==> config.mk <==
export PLATFORM = sky130hd
export DESIGN_NAME = stereo_frame_sequencer_flat
export DESIGN_NICKNAME = d
export VERILOG_FILES = /design/src/rtl/stereo_frame_sequencer_if.sv /design/src/rtl/stereo_frame_sequencer.sv /design/src/flat_wrapper.sv
export SDC_FILE = /design/constraint.sdc
export NUM_CORES = 1
export LEC_CHECK = 0
export ABC_AREA = 0
export CAP_MARGIN = 0
export CORE_UTILIZATION = 44
export DETAILED_ROUTE_END_ITERATION = 8
export PLACE_DENSITY = 0.71
export SLEW_MARGIN = 20
export SYNTH_ARGS = -nofsm -noshare
export SYNTH_HDL_FRONTEND = slang
export SYNTH_SLANG_ARGS = --single-unit
export TNS_END_PERCENT = 100
==> constraint.sdc <==
create_clock -name i_clk -period 2.9 [get_ports i_clk]
set_clock_uncertainty 0.1 [all_clocks]
set_input_delay 0.29 -clock i_clk [delete_from_list [all_inputs] [get_ports i_clk]]
set_output_delay 0.29 -clock i_clk [all_outputs]
set_load 0.02 [all_outputs]
==> src/rtl/stereo_frame_sequencer_if.sv <==
// Paired left/right pixel stream handshake in front of the stereo frame sequencer.
interface stereo_frame_sequencer_if #(
   parameter int N = 8
);
   logic         s_l_valid;
   logic [N-1:0] s_l_data;
   logic         s_l_ready;
   logic         s_r_valid;
   logic [N-1:0] s_r_data;
   logic         s_r_ready;

   modport master (
      output s_l_valid, s_l_data, s_r_valid, s_r_data,
      input  s_l_ready, s_r_ready
   );

   modport slave (
      input  s_l_valid, s_l_data, s_r_valid, s_r_data,
      output s_l_ready, s_r_ready
   );
endinterface

==> src/rtl/stereo_frame_sequencer.sv <==
// Frame controller for the stereo matching core: pairs left/right pixels,
// appends zero flush rows, waits for the core output to go quiet, and
// tracks disparities emitted per frame.
module stereo_frame_sequencer #(
   parameter int M          = 450,
   parameter int ROWS       = 375,
   parameter int N          = 8,
   parameter int D          = 64,
   parameter int FLUSH_ROWS = 7,
   parameter int IDLE_TO    = 256,
   localparam int DBIT      = $clog2(D)
) (
   input  logic                    i_clk,
   input  logic                    i_rstn,
   input  logic                    i_start,
   input  logic                    i_abort,
   input  logic [DBIT-1:0]         i_thresh,
   stereo_frame_sequencer_if.slave pix,
   output logic [N-1:0]            o_core_data_l,
   output logic [N-1:0]            o_core_data_r,
   output logic                    o_core_dval,
   output logic [DBIT-1:0]         o_core_thresh,
   input  logic                    i_core_dval,
   input  logic [DBIT-1:0]         i_core_data,
   output logic                    o_disp_valid,
   output logic [DBIT-1:0]         o_disp_data,
   output logic [31:0]             o_disp_count,
   output logic                    o_busy,
   output logic                    o_done
);

   typedef enum logic [2:0] {IDLE, STREAM, FLUSH, DRAIN, DONE} state_t;

   localparam int FLUSH_LEN = FLUSH_ROWS * M;
   localparam int CW        = (M > 1) ? $clog2(M) : 1;
   localparam int RW        = (ROWS > 1) ? $clog2(ROWS) : 1;
   localparam int FW        = $clog2(FLUSH_LEN + 1);
   localparam int QW        = $clog2(IDLE_TO + 1);

   localparam logic [CW-1:0] COL_LAST   = CW'(M - 1);
   localparam logic [RW-1:0] ROW_LAST   = RW'(ROWS - 1);
   localparam logic [FW-1:0] FLUSH_LAST = FW'(FLUSH_LEN - 1);
   localparam logic [QW-1:0] QUIET_LAST = QW'(IDLE_TO - 1);

   state_t        state;
   state_t        state_next;
   logic [CW-1:0] col;
   logic [RW-1:0] row;
   logic [FW-1:0] flush_cnt;
   logic [QW-1:0] quiet_cnt;
   logic          accept;
   logic          start_ok;
   logic          last_pixel;
   logic          flush_end;

   // A pair is taken only when both sides are valid together; abort blocks it
   assign accept     = (state == STREAM) && pix.s_l_valid && pix.s_r_valid && !i_abort;
   assign start_ok   = (state == IDLE) && i_start;
   assign last_pixel = accept && (col == COL_LAST) && (row == ROW_LAST);
   assign flush_end  = (state == FLUSH) && (flush_cnt == FLUSH_LAST);

   assign pix.s_l_ready = accept;
   assign pix.s_r_ready = accept;

   // Frame state register
   always_ff @(posedge i_clk or negedge i_rstn) begin
      if (!i_rstn) state <= IDLE;
      else         state <= state_next;
   end

   // Next-state decode with abort overriding every transition, plus status flags
   always_comb begin
      state_next = state;
      o_busy     = (state != IDLE);
      o_done     = (state == DONE);
      case (state)
         IDLE:    if (i_start) state_next = STREAM;
         STREAM:  if (last_pixel) state_next = FLUSH;
         FLUSH:   if (flush_end) state_next = DRAIN;
         DRAIN:   if (!i_core_dval && (quiet_cnt == QUIET_LAST)) state_next = DONE;
         DONE:    state_next = IDLE;
         default: state_next = IDLE;
      endcase
      if (i_abort && (state != IDLE)) state_next = IDLE;
   end

   // Position, flush and quiet counters; all freeze on abort until the next start
   always_ff @(posedge i_clk or negedge i_rstn) begin
      if (!i_rstn) begin
         col       <= '0;
         row       <= '0;
         flush_cnt <= '0;
         quiet_cnt <= '0;
      end else if (start_ok) begin
         col       <= '0;
         row       <= '0;
         flush_cnt <= '0;
         quiet_cnt <= '0;
      end else if (!i_abort) begin
         if (accept) begin
            if (col == COL_LAST) begin
               col <= '0;
               row <= row + 1'b1;
            end else begin
               col <= col + 1'b1;
            end
         end
         if (state == FLUSH) flush_cnt <= flush_cnt + 1'b1;
         if (flush_end) quiet_cnt <= '0;
         else if (state == DRAIN) quiet_cnt <= i_core_dval ? '0 : quiet_cnt + 1'b1;
      end
   end

   // Pixel pair register toward the core: real pairs in STREAM, zeros in FLUSH
   always_ff @(posedge i_clk or negedge i_rstn) begin
      if (!i_rstn) begin
         o_core_dval   <= 1'b0;
         o_core_data_l <= '0;
         o_core_data_r <= '0;
      end else begin
         o_core_dval <= accept || ((state == FLUSH) && !i_abort);
         if (accept) begin
            o_core_data_l <= pix.s_l_data;
            o_core_data_r <= pix.s_r_data;
         end else if ((state == FLUSH) && !i_abort) begin
            o_core_data_l <= '0;
            o_core_data_r <= '0;
         end
      end
   end

   // Threshold is captured once per frame so the core sees a stable value
   always_ff @(posedge i_clk or negedge i_rstn) begin
      if (!i_rstn)       o_core_thresh <= '0;
      else if (start_ok) o_core_thresh <= i_thresh;
   end

   // Disparity output register and saturating per-frame disparity count
   always_ff @(posedge i_clk or negedge i_rstn) begin
      if (!i_rstn) begin
         o_disp_valid <= 1'b0;
         o_disp_data  <= '0;
         o_disp_count <= '0;
      end else begin
         o_disp_valid <= i_core_dval;
         o_disp_data  <= i_core_data;
         if (start_ok) o_disp_count <= '0;
         else if (i_core_dval && (o_disp_count != 32'hFFFF_FFFF)) o_disp_count <= o_disp_count + 1'b1;
      end
   end

endmodule
==> src/flat_wrapper.sv <==
// flat-port wrapper written by rule: the top's interface ports become plain ports
module stereo_frame_sequencer_flat 
#(
   parameter int M          = 450,
   parameter int ROWS       = 375,
   parameter int N          = 8,
   parameter int D          = 64,
   parameter int FLUSH_ROWS = 7,
   parameter int IDLE_TO    = 256,
   localparam int DBIT      = $clog2(D)
)
  (i_clk, i_rstn, i_start, i_abort, i_thresh, o_core_data_l, o_core_data_r, o_core_dval, o_core_thresh, i_core_dval, i_core_data, o_disp_valid, o_disp_data, o_disp_count, o_busy, o_done, pix_s_l_valid, pix_s_l_data, pix_s_r_valid, pix_s_r_data, pix_s_l_ready, pix_s_r_ready);
  stereo_frame_sequencer_if #(.N(N)) pix_i ();
  input  logic i_clk;
  input  logic i_rstn;
  input  logic i_start;
  input  logic i_abort;
  input  logic [DBIT-1:0] i_thresh;
  output logic [N-1:0] o_core_data_l;
  output logic [N-1:0] o_core_data_r;
  output logic o_core_dval;
  output logic [DBIT-1:0] o_core_thresh;
  input  logic i_core_dval;
  input  logic [DBIT-1:0] i_core_data;
  output logic o_disp_valid;
  output logic [DBIT-1:0] o_disp_data;
  output logic [31:0] o_disp_count;
  output logic o_busy;
  output logic o_done;
  input wire logic [$bits(pix_i.s_l_valid)-1:0] pix_s_l_valid;
  input wire logic [$bits(pix_i.s_l_data)-1:0] pix_s_l_data;
  input wire logic [$bits(pix_i.s_r_valid)-1:0] pix_s_r_valid;
  input wire logic [$bits(pix_i.s_r_data)-1:0] pix_s_r_data;
  output wire logic [$bits(pix_i.s_l_ready)-1:0] pix_s_l_ready;
  output wire logic [$bits(pix_i.s_r_ready)-1:0] pix_s_r_ready;
  assign pix_i.s_l_valid = pix_s_l_valid;
  assign pix_i.s_l_data = pix_s_l_data;
  assign pix_i.s_r_valid = pix_s_r_valid;
  assign pix_i.s_r_data = pix_s_r_data;
  assign pix_s_l_ready = pix_i.s_l_ready;
  assign pix_s_r_ready = pix_i.s_r_ready;
  stereo_frame_sequencer #(.M(M), .ROWS(ROWS), .N(N), .D(D), .FLUSH_ROWS(FLUSH_ROWS), .IDLE_TO(IDLE_TO)) u_core (.i_clk(i_clk), .i_rstn(i_rstn), .i_start(i_start), .i_abort(i_abort), .i_thresh(i_thresh), .pix(pix_i), .o_core_data_l(o_core_data_l), .o_core_data_r(o_core_data_r), .o_core_dval(o_core_dval), .o_core_thresh(o_core_thresh), .i_core_dval(i_core_dval), .i_core_data(i_core_data), .o_disp_valid(o_disp_valid), .o_disp_data(o_disp_data), .o_disp_count(o_disp_count), .o_busy(o_busy), .o_done(o_done));
endmodule
Word level (Yosys, flattened, before mapping)
Cells that the tools add are included.
- equal/unequal tests: 14
- add/subtract/negate cells: 5
- mux-type cells: 27
- div/mod/pow operators: 0
- bitwise gates (word level): 0
- reduce and logical (&&, ||, !) cells: 27
- shifts and indexed selects: 0
- multipliers: 0
- $lt $le $gt $ge: 0
- operator list (kind ; count):
    two-way mux 9 bit ; 13
    two-way mux 32 bit ; 2
    two-way mux 12 bit ; 3
    adder 32 x 1 -> 32 bit, second input constant ; 1
    inequality test 32 bit, second input constant ; 1
    adder 9 x 1 -> 9 bit, second input constant ; 3
    two-way mux 8 bit ; 3
    equality test 9 bit, second input constant ; 2
    two-way mux 3 bit ; 5
    adder 12 x 1 -> 12 bit, second input constant ; 1
    equality test 12 bit, second input constant ; 1
    one-hot mux 3 bit (4 select lines) ; 1
    logical AND 1 bit ; 11
    nonzero test 2 bit ; 5
    equality test 9 x 8 -> 1 bit, second input constant ; 1
    equality test 3 x 2 -> 1 bit, second input constant ; 2
    inequality test 3 x 2 -> 1 bit, second input constant ; 2
    AND reduction 2 bit ; 3
    nonzero test 3 bit ; 2
    AND reduction 4 bit ; 1
    equality test 3 x 1 -> 1 bit, second input constant ; 1
    equality test 3 bit, second input constant ; 1
    zero test 3 bit ; 1
    inequality test 3 x 1 -> 1 bit, second input constant ; 1
    5 further kinds ; 6
- bits in registers: 104
- bits in latches: 0
- ROM bits: 0
- logic and storage cells: 85
- memories: 0
- bits in writable memories: 0
- output and inout bits: 66

Logic depth before layout (Yosys ltp)
Gate-level depths: netlist (run 1).
- depth in word-level cells: 9
- gate-level depth with buffers: 9
- depth with buffers taken out: 8

Worst setup path before layout (run 1)
Ideal clock, no wire load.
- path kind: reg2out
- start: reg u_core.state[1]
- end: out pix_s_r_ready
- slack: 203 ps
- arrival time: 2307 ps
- required time: 2510 ps
- stages on the path, launching flop included: 9
- buffers on the path: 5
- cell sequence: dfrtp_1 > buf_6 > or4b_4 > or2_2 > buf_2 > inv_1 > buf_4 > clkbuf_1 > buf_4
- longest elaborated chain between the ends: 4
- RTL lines (item ; RTL line ; RTL):
    start, declared ; stereo_frame_sequencer.sv:45 ; state_t state;
    start signal, assigned ; stereo_frame_sequencer.sv:68 ; else state <= state_next;
    equality test 3 x 1 -> 1 bit ; stereo_frame_sequencer.sv:57 ; assign accept = (state == STREAM) && pix.s_l_valid && pix.s_r_valid && !i_abort;
    logical AND 1 bit (3 in series) ; stereo_frame_sequencer.sv:57 ;
    end, declared ; flat_wrapper.sv:35 ; output wire logic [$bits(pix_i.s_r_ready)-1:0] pix_s_r_ready;
No other way between the ends.

Worst setup path in the final report (run 1)
Same ends and word-level chain as after synthesis.

==> run_results.csv, run 1 <==
group,metric,value,unit
status,status,"complete, no violations",
worst_setup_path,worst-endpoint-arrival,2090,ps
worst_setup_path,crit_family,"simple AND/OR/NAND/NOR gates",
drt,antenna_left,0,
sta,max_slew_margin,56.4,%
die,core-area,0.0115,mm^2
logic_synthesis,yosysSeqAreaShare,50.1,%
logic_synthesis,post_synth_num_cell_types,55,
die,die_w,111,um
logic_synthesis,ys_warn_count,0,
finish,final_common_cell,"dfrtp_1",
drt,vias,4504,
sta,tns,0,ps
logic_synthesis,synth_cells,551,
worst_setup_path,cp-startpoint,"u_core.state[1]",
logic_synthesis,yosys.area.top_type,"dfrtp_1",
grt,grt_pass1_wl,21000,um
sta,fin_crit_sh,85.7,%
worst_setup_path,crit_buf_inv,2,
pwr,finalPower,3.85,mW
sta,final-max-slew-violation-count,0,
clock_tree,cts.clk_slew.worst_paths,60,ps
worst_setup_path,r2r-start,"u_core.state[1]",
die,start_util,45.3,%
worst_setup_path,critical-path-max-stage-delay,600,ps
grt,grt_max_degree,56,
sta,hold_viol,0,
logic_synthesis,synth-edff-count,0,
logic_synthesis,synth_top_area_share,50.1,%
drt,drc,0,
finish,multi_input_area,0.00244,mm^2
worst_setup_path,rrSetupSlack,440,ps
worst_setup_path,worstRegToRegCells,6,
finish,diodes,0,
drt,drt_iter0_markers,193,
placement,gp_congestion,0.873,
placement,post-dp-hpwl,8440,um
flow_run,cap_violations,0,
die,die_y,111,um
logic_synthesis,syn_nets,595,
grt,grt_pass1_vias,4495,
logic_synthesis,synth_ff_type,"dfrtp_1",
sta,holdWs,280,ps
pwr,leakagePower,2.87,nW
sta,rsz0062_at_grt,"no",
drt,wl,12100,um
logic_synthesis,synth_area,0.00519,mm^2
sta,setup_ws,416,ps
worst_setup_path,crit_required,2510,ps
clock_tree,htreeDepth,3,
sta,worstMarginPinSlew,654,ps
logic_synthesis,postSynthAreaPerCell,9.43,um^2
drt,post_drt_wl_per_cell,15.1,um
finish,final-seq-area,0.00260,mm^2
clock_tree,cts_buffers,9,
worst_setup_path,cp-end-kind,"output port",
worst_setup_path,start_kind,"flop",
logic_synthesis,ys_seq_elements,104,
sta,final-setup-viol-count,0,
clock_tree,clock_latency,350,ps
grt,grt_usage,20.5,%
die,num_rows,39,
worst_setup_path,crit_end,"pix_s_r_ready",
clock_tree,clockBufferDepth,2,
finish,instances_no_fill,801,
placement,pre_cts_slack,222,ps
placement,placed_area,0.00642,mm^2
sta,fmax,0.403,GHz
finish,area_growth,30.0,%
placement,dp_cells,785,
worst_setup_path,cpMaxStageDelayCell,"or4b_4",
clock_tree,cts.sinks,104,
clock_tree,cts_tree,"done",
worst_setup_path,crit_type,"flop to output port",
finish,fin_nets,698,
finish,drive_above_1_share,7.60,%
logic_synthesis,synthArstFlopShare,100,%
finish,design_area,0.00675,mm^2
grt,gr-total-overflow,0,
sta,min_period,2480,ps
finish,final_util,58.9,%
clock_tree,postCtsSetupBuffers,0,
die,die_area,0.0122,mm^2
logic_synthesis,synthTopCellsByArea,"dfrtp_1, nand2_1, o21ai_0, nor2_1, nand4_1",
worst_setup_path,reg2reg_to,"u_core.col[8]",
hold_path,hold_class,"input pin to flop",
die,io_pins,101,
worst_setup_path,path_max_fanout,10,
drt,drtPass1Iterations,4,
clock_tree,root_buffer,"clkbuf_16",
placement,portBuffers,100,
pwr,power_density,570,mW/mm^2
drt,viasPerCell,5.62,
worst_setup_path,worst-path-stages,4,
worst_setup_path,path_cells,"or4b_4 > or2_2 > inv_1 > dlymetal6s2s_1",
finish,fill_cells,984,
grt,antenna_found_initial,0,
finish,layout_common_cells,"dfrtp_1, clkdlybuf4s50_1, nand2_1",
pwr,irDropWorstVdd,0.376,mV
synth_stat cells, drive strengths merged (3+ instances only):
cell type,count
dfrtp,104
nand2,89
o21ai,46
nor2,43
nand4,24
a21oi,23
nand3,20
clkbuf,19
or3,17
xnor2,14
xor2,14
nor4,12
o31ai,12
and3,11
buf,10
inv,10
and4,9
ha,9
or4,8
nand2b,5
nor3,5
or2,5
a211oi,4
nor4b,4
a31oi,3
and2,3
o31a,3
or4b,3
layer usage:
layer | share of wire, % | GRT usage (%) | up-vias
met1 | 46 | 27.2 | 2158
met3 | 5.5 | 4.26 | 16
li1 | - | - | 2170
met4 | 1.3 | 7.64 | 0
met2 | 47 | 33.2 | 160
met5 | 0 | 0 | -
power breakdown:
part / internal (mW) / total (mW) / leakage (nW) / switching (mW)
Clock: 0.798 / 1.32 / 0.159 / 0.523
Combinational: 0.377 / 0.820 / 1.32 / 0.443
Sequential: 1.59 / 1.71 / 1.40 / 0.114
worst reg2reg max path, stage by stage, from the launching register on:
cell and delay (ps):
dfrtp_1 490, or4b_4 600, or2_2 300, buf_4 160, a2111oi_0 470, xnor2_1 180, nor2_1 50
logic make-up after synthesis:
logic type / synth area share, %
AOI/OAI and AO/OA: 11.7
xor gates and xnor gates: 4.72
adders and majority gates: 2.17
buffers and inverters: 3.28
DFF: 50.1
muxes: 0.385
and+or+nand+nor: 27.6
worst min-delay path by stage:
stage	start	end	depth (start not counted)
final	i_core_data[0]	u_core.o_disp_data[0]	1
after global routing	i_core_data[1]	u_core.o_disp_data[1]	1
after CTS	i_core_data[0]	u_core.o_disp_data[0]	1
after detailed placement	i_rstn	u_core.o_disp_count[30]	1
after global placement	i_rstn	u_core.o_disp_count[27]	1
after floorplan	i_rstn	u_core.col[0]	0
area by class of cell:
type,instances,area share [%]
sequential,104,38.5
tap,143,2.65
clock buffer,12,3.80
timing repair buffer,121,17.4
multi-input combinational,408,36.1
inverter,10,0.556
clock inverter,3,0.963
flip-flops by register name, indices dropped and copies added (netlist names):
signal / cells
u_core.col: 9
u_core.flush_cnt: 12
u_core.o_core_data_l: 8
u_core.o_core_data_r: 8
u_core.o_core_dval: 1
u_core.o_core_thresh: 6
u_core.o_disp_count: 32
u_core.o_disp_data: 6
u_core.o_disp_valid: 1
u_core.quiet_cnt: 9
u_core.row: 9
u_core.state: 3
timing repair:
item,CTS,global route
hold endpoints to repair,49,0
gates resized for setup,0,2
hold buffers,1,0
setup endpoints to repair,0,2
Power figures use the tool's default switching activity.
==> inputs of run 2 (changes only) <==
ABC_CLOCK_PERIOD_IN_PS = 2900   (was not set)
CORE_MARGIN = 2   (was not set)
==> run 2 against run 1 <==
Net effect:
- via count is 1.1% lower
- routed wire length hardly changed
- total power is 2.0% lower
- final area is 0.33% lower
- sequential share of layout area is 0.18 points higher
- register-to-register slack worse by 60 ps
- critical path type unchanged
- largest power group unchanged
- clock-buffer cell count is 1 higher
==> run_results.csv, run 2 (same netlist as run 1, synthesis figures left out) <==
group,metric,value,unit
worst_setup_path,r2r-start,"u_core.flush_cnt[5]",
worst_setup_path,crit_type,"flop to output port",
pwr,intPower,2.69,mW
finish,instances_no_fill,800,
pwr,leakagePower,2.84,nW
die,num_rows,39,
placement,portBuffers,100,
clock_tree,root_buffer,"clkbuf_16",
finish,regMostFlops,"u_core.o_disp_count",
clock_tree,cts_buffers,9,
pwr,power_density,560,mW/mm^2
drt,viasPerCell,5.57,
drt,drc,0,
pwr,finalPower,3.77,mW
die,io_pins,101,
worst_setup_path,worstRegToRegCells,5,
sta,fmax,0.353,GHz
finish,largest_reg_flops,32,
pwr,irDropWorstVdd,0.475,mV
finish,layout_common_cells,"dfrtp_1, clkdlybuf4s50_1, nand2_1",
placement,pre_cts_slack,219,ps
pwr,pwr-share-comb,21.9,%
worst_setup_path,crit_required,2510,ps
worst_setup_path,cp-startpoint,"u_core.state[1]",
grt,gr-total-overflow,0,
sta,final-setup-viol-count,0,
pwr,power_switching,1.08,mW
grt,grt_max_degree,63,
clock_tree,cts.sinks,104,
flow_run,cap_violations,0,
placement,dp_cells,783,
finish,area_growth,29.6,%
clock_tree,clock_latency,350,ps
status,status,"complete, no violations",
grt,grt_pass1_vias,4433,
die,die_y,113,um
worst_setup_path,crit_end,"pix_s_l_ready",
clock_tree,htreeDepth,3,
finish,drive_above_1_share,7.76,%
sta,fin_crit_sh,97.6,%
worst_setup_path,cp-end-kind,"output port",
drt,wl,12100,um
grt,grt_pass1_wl,20900,um
hold_path,hold_class,"input pin to flop",
sta,final-max-slew-violation-count,0,
pwr,pwr-share-seq,45.4,%
finish,fill_cells,1035,
sta,setup_ws,70.5,ps
sta,worstMarginPinSlew,829,ps
drt,post_drt_wl_per_cell,15.1,um
sta,tns,0,ps
placement,post-dp-hpwl,8360,um
grt,grt_usage,20.0,%
sta,min_period,2830,ps
finish,final_util,58.7,%
grt,antenna_found_initial,0,
worst_setup_path,worst-endpoint-arrival,2440,ps
placement,gp_congestion,0.862,
finish,diodes,0,
clock_tree,cts_tree,"done",
clock_tree,cts.clk_slew.worst_paths,70,ps
pwr,p_clk_share,32.7,%
drt,antenna_left,0,
die,die_w,113,um
drt,drt_iter0_markers,265,
worst_setup_path,path_max_fanout,10,
worst_setup_path,reg2reg_to,"u_core.quiet_cnt[5]",
die,die_area,0.0127,mm^2
pwr,swShare,28.7,%
drt,vias,4455,
worst_setup_path,rrSetupSlack,380,ps
finish,final_common_cell,"dfrtp_1",
drt,drtPass1Iterations,4,
worst_setup_path,start_kind,"flop",
sta,max_slew_margin,44.5,%
die,start_util,45.3,%
sta,hold_viol,0,
die,core-area,0.0115,mm^2
finish,fin_nets,696,
clock_tree,clockBufferDepth,2,
finish,reg_top3,"u_core.o_disp_count (32), u_core.flush_cnt (12)",
==> run 2: cell types whose count changed in the layout (fill, tap and decap cells not counted), sizes merged <==
cell	delta
dlymetal6s2s	-1
buf	-2
bufinv	-1
clkbuf	+1
clkdlybuf4s50	+1
clkinv	+1
==> run 2: worst min path at each step <==
| stage | from | to | cells after the start |
|---|---|---|---|
| after floorplan | i_rstn | u_core.col[0] | 0 |
| final | i_core_data[3] | u_core.o_disp_data[3] | 1 |
| after global routing | i_core_data[4] | u_core.o_disp_data[4] | 1 |
| after global placement | i_rstn | u_core.o_disp_count[28] | 1 |
| after detailed placement | i_rstn | u_core.o_disp_count[28] | 1 |
| after CTS | i_core_data[3] | u_core.o_disp_data[3] | 1 |
==> run 2: per-layer routing <==
layer | vias up | share of wire [%] | GRT usage (%)
li1 | 2166 | - | -
met3 | 15 | 4.7 | 3.40
met1 | 2155 | 46 | 27.4
met5 | - | 0 | 0
met4 | 0 | 1.7 | 7.72
met2 | 119 | 47 | 31.9
==> run 2: stage by stage <==
step                      hold WS (ps)  area [um^2]
after floorplan                   -106         5190
after detailed placement           293         6410
after CTS                          269         6720
after global placement             283         6410
final                              272         6730
after global routing               270         6730
==> run 2: layout make-up <==
type / instances / area, um^2 / share of cell area [%]
sequential: 104 / 2610 / 38.7
clock inverter: 3 / 40.0 / 0.595
timing repair buffer: 119 / 1170 / 17.4
inverter: 10 / 37.5 / 0.558
clock buffer: 13 / 260 / 3.87
multi-input combinational: 408 / 2440 / 36.2
tap: 143 / 179 / 2.66
==> run 2: worst max-delay path, stage by stage, from the launching register on <==
cell and delay [ps]:
dfrtp_2 480, or4b_4 580, or2_2 310, inv_1 110, clkdlybuf4s50_1 610
==> run 2: repair_timing <==
item / CTS / global route
resized for setup: 0 / 4
endpoints found under the hold margin: 52 / 0
hold buffers: 1 / 0
setup endpoints to repair: 0 / 2
buffers inserted: 0 / 0
==> run 2: power groups by stage <==
stage	clock network, mW	logic [mW]	registers [mW]
floorplan	0	0.253	1.87
global placement	0	0.815	1.73
detailed placement	0	0.829	1.74
CTS	1.26	0.833	1.71
global route	1.33	0.907	1.73
finish	1.23	0.824	1.71
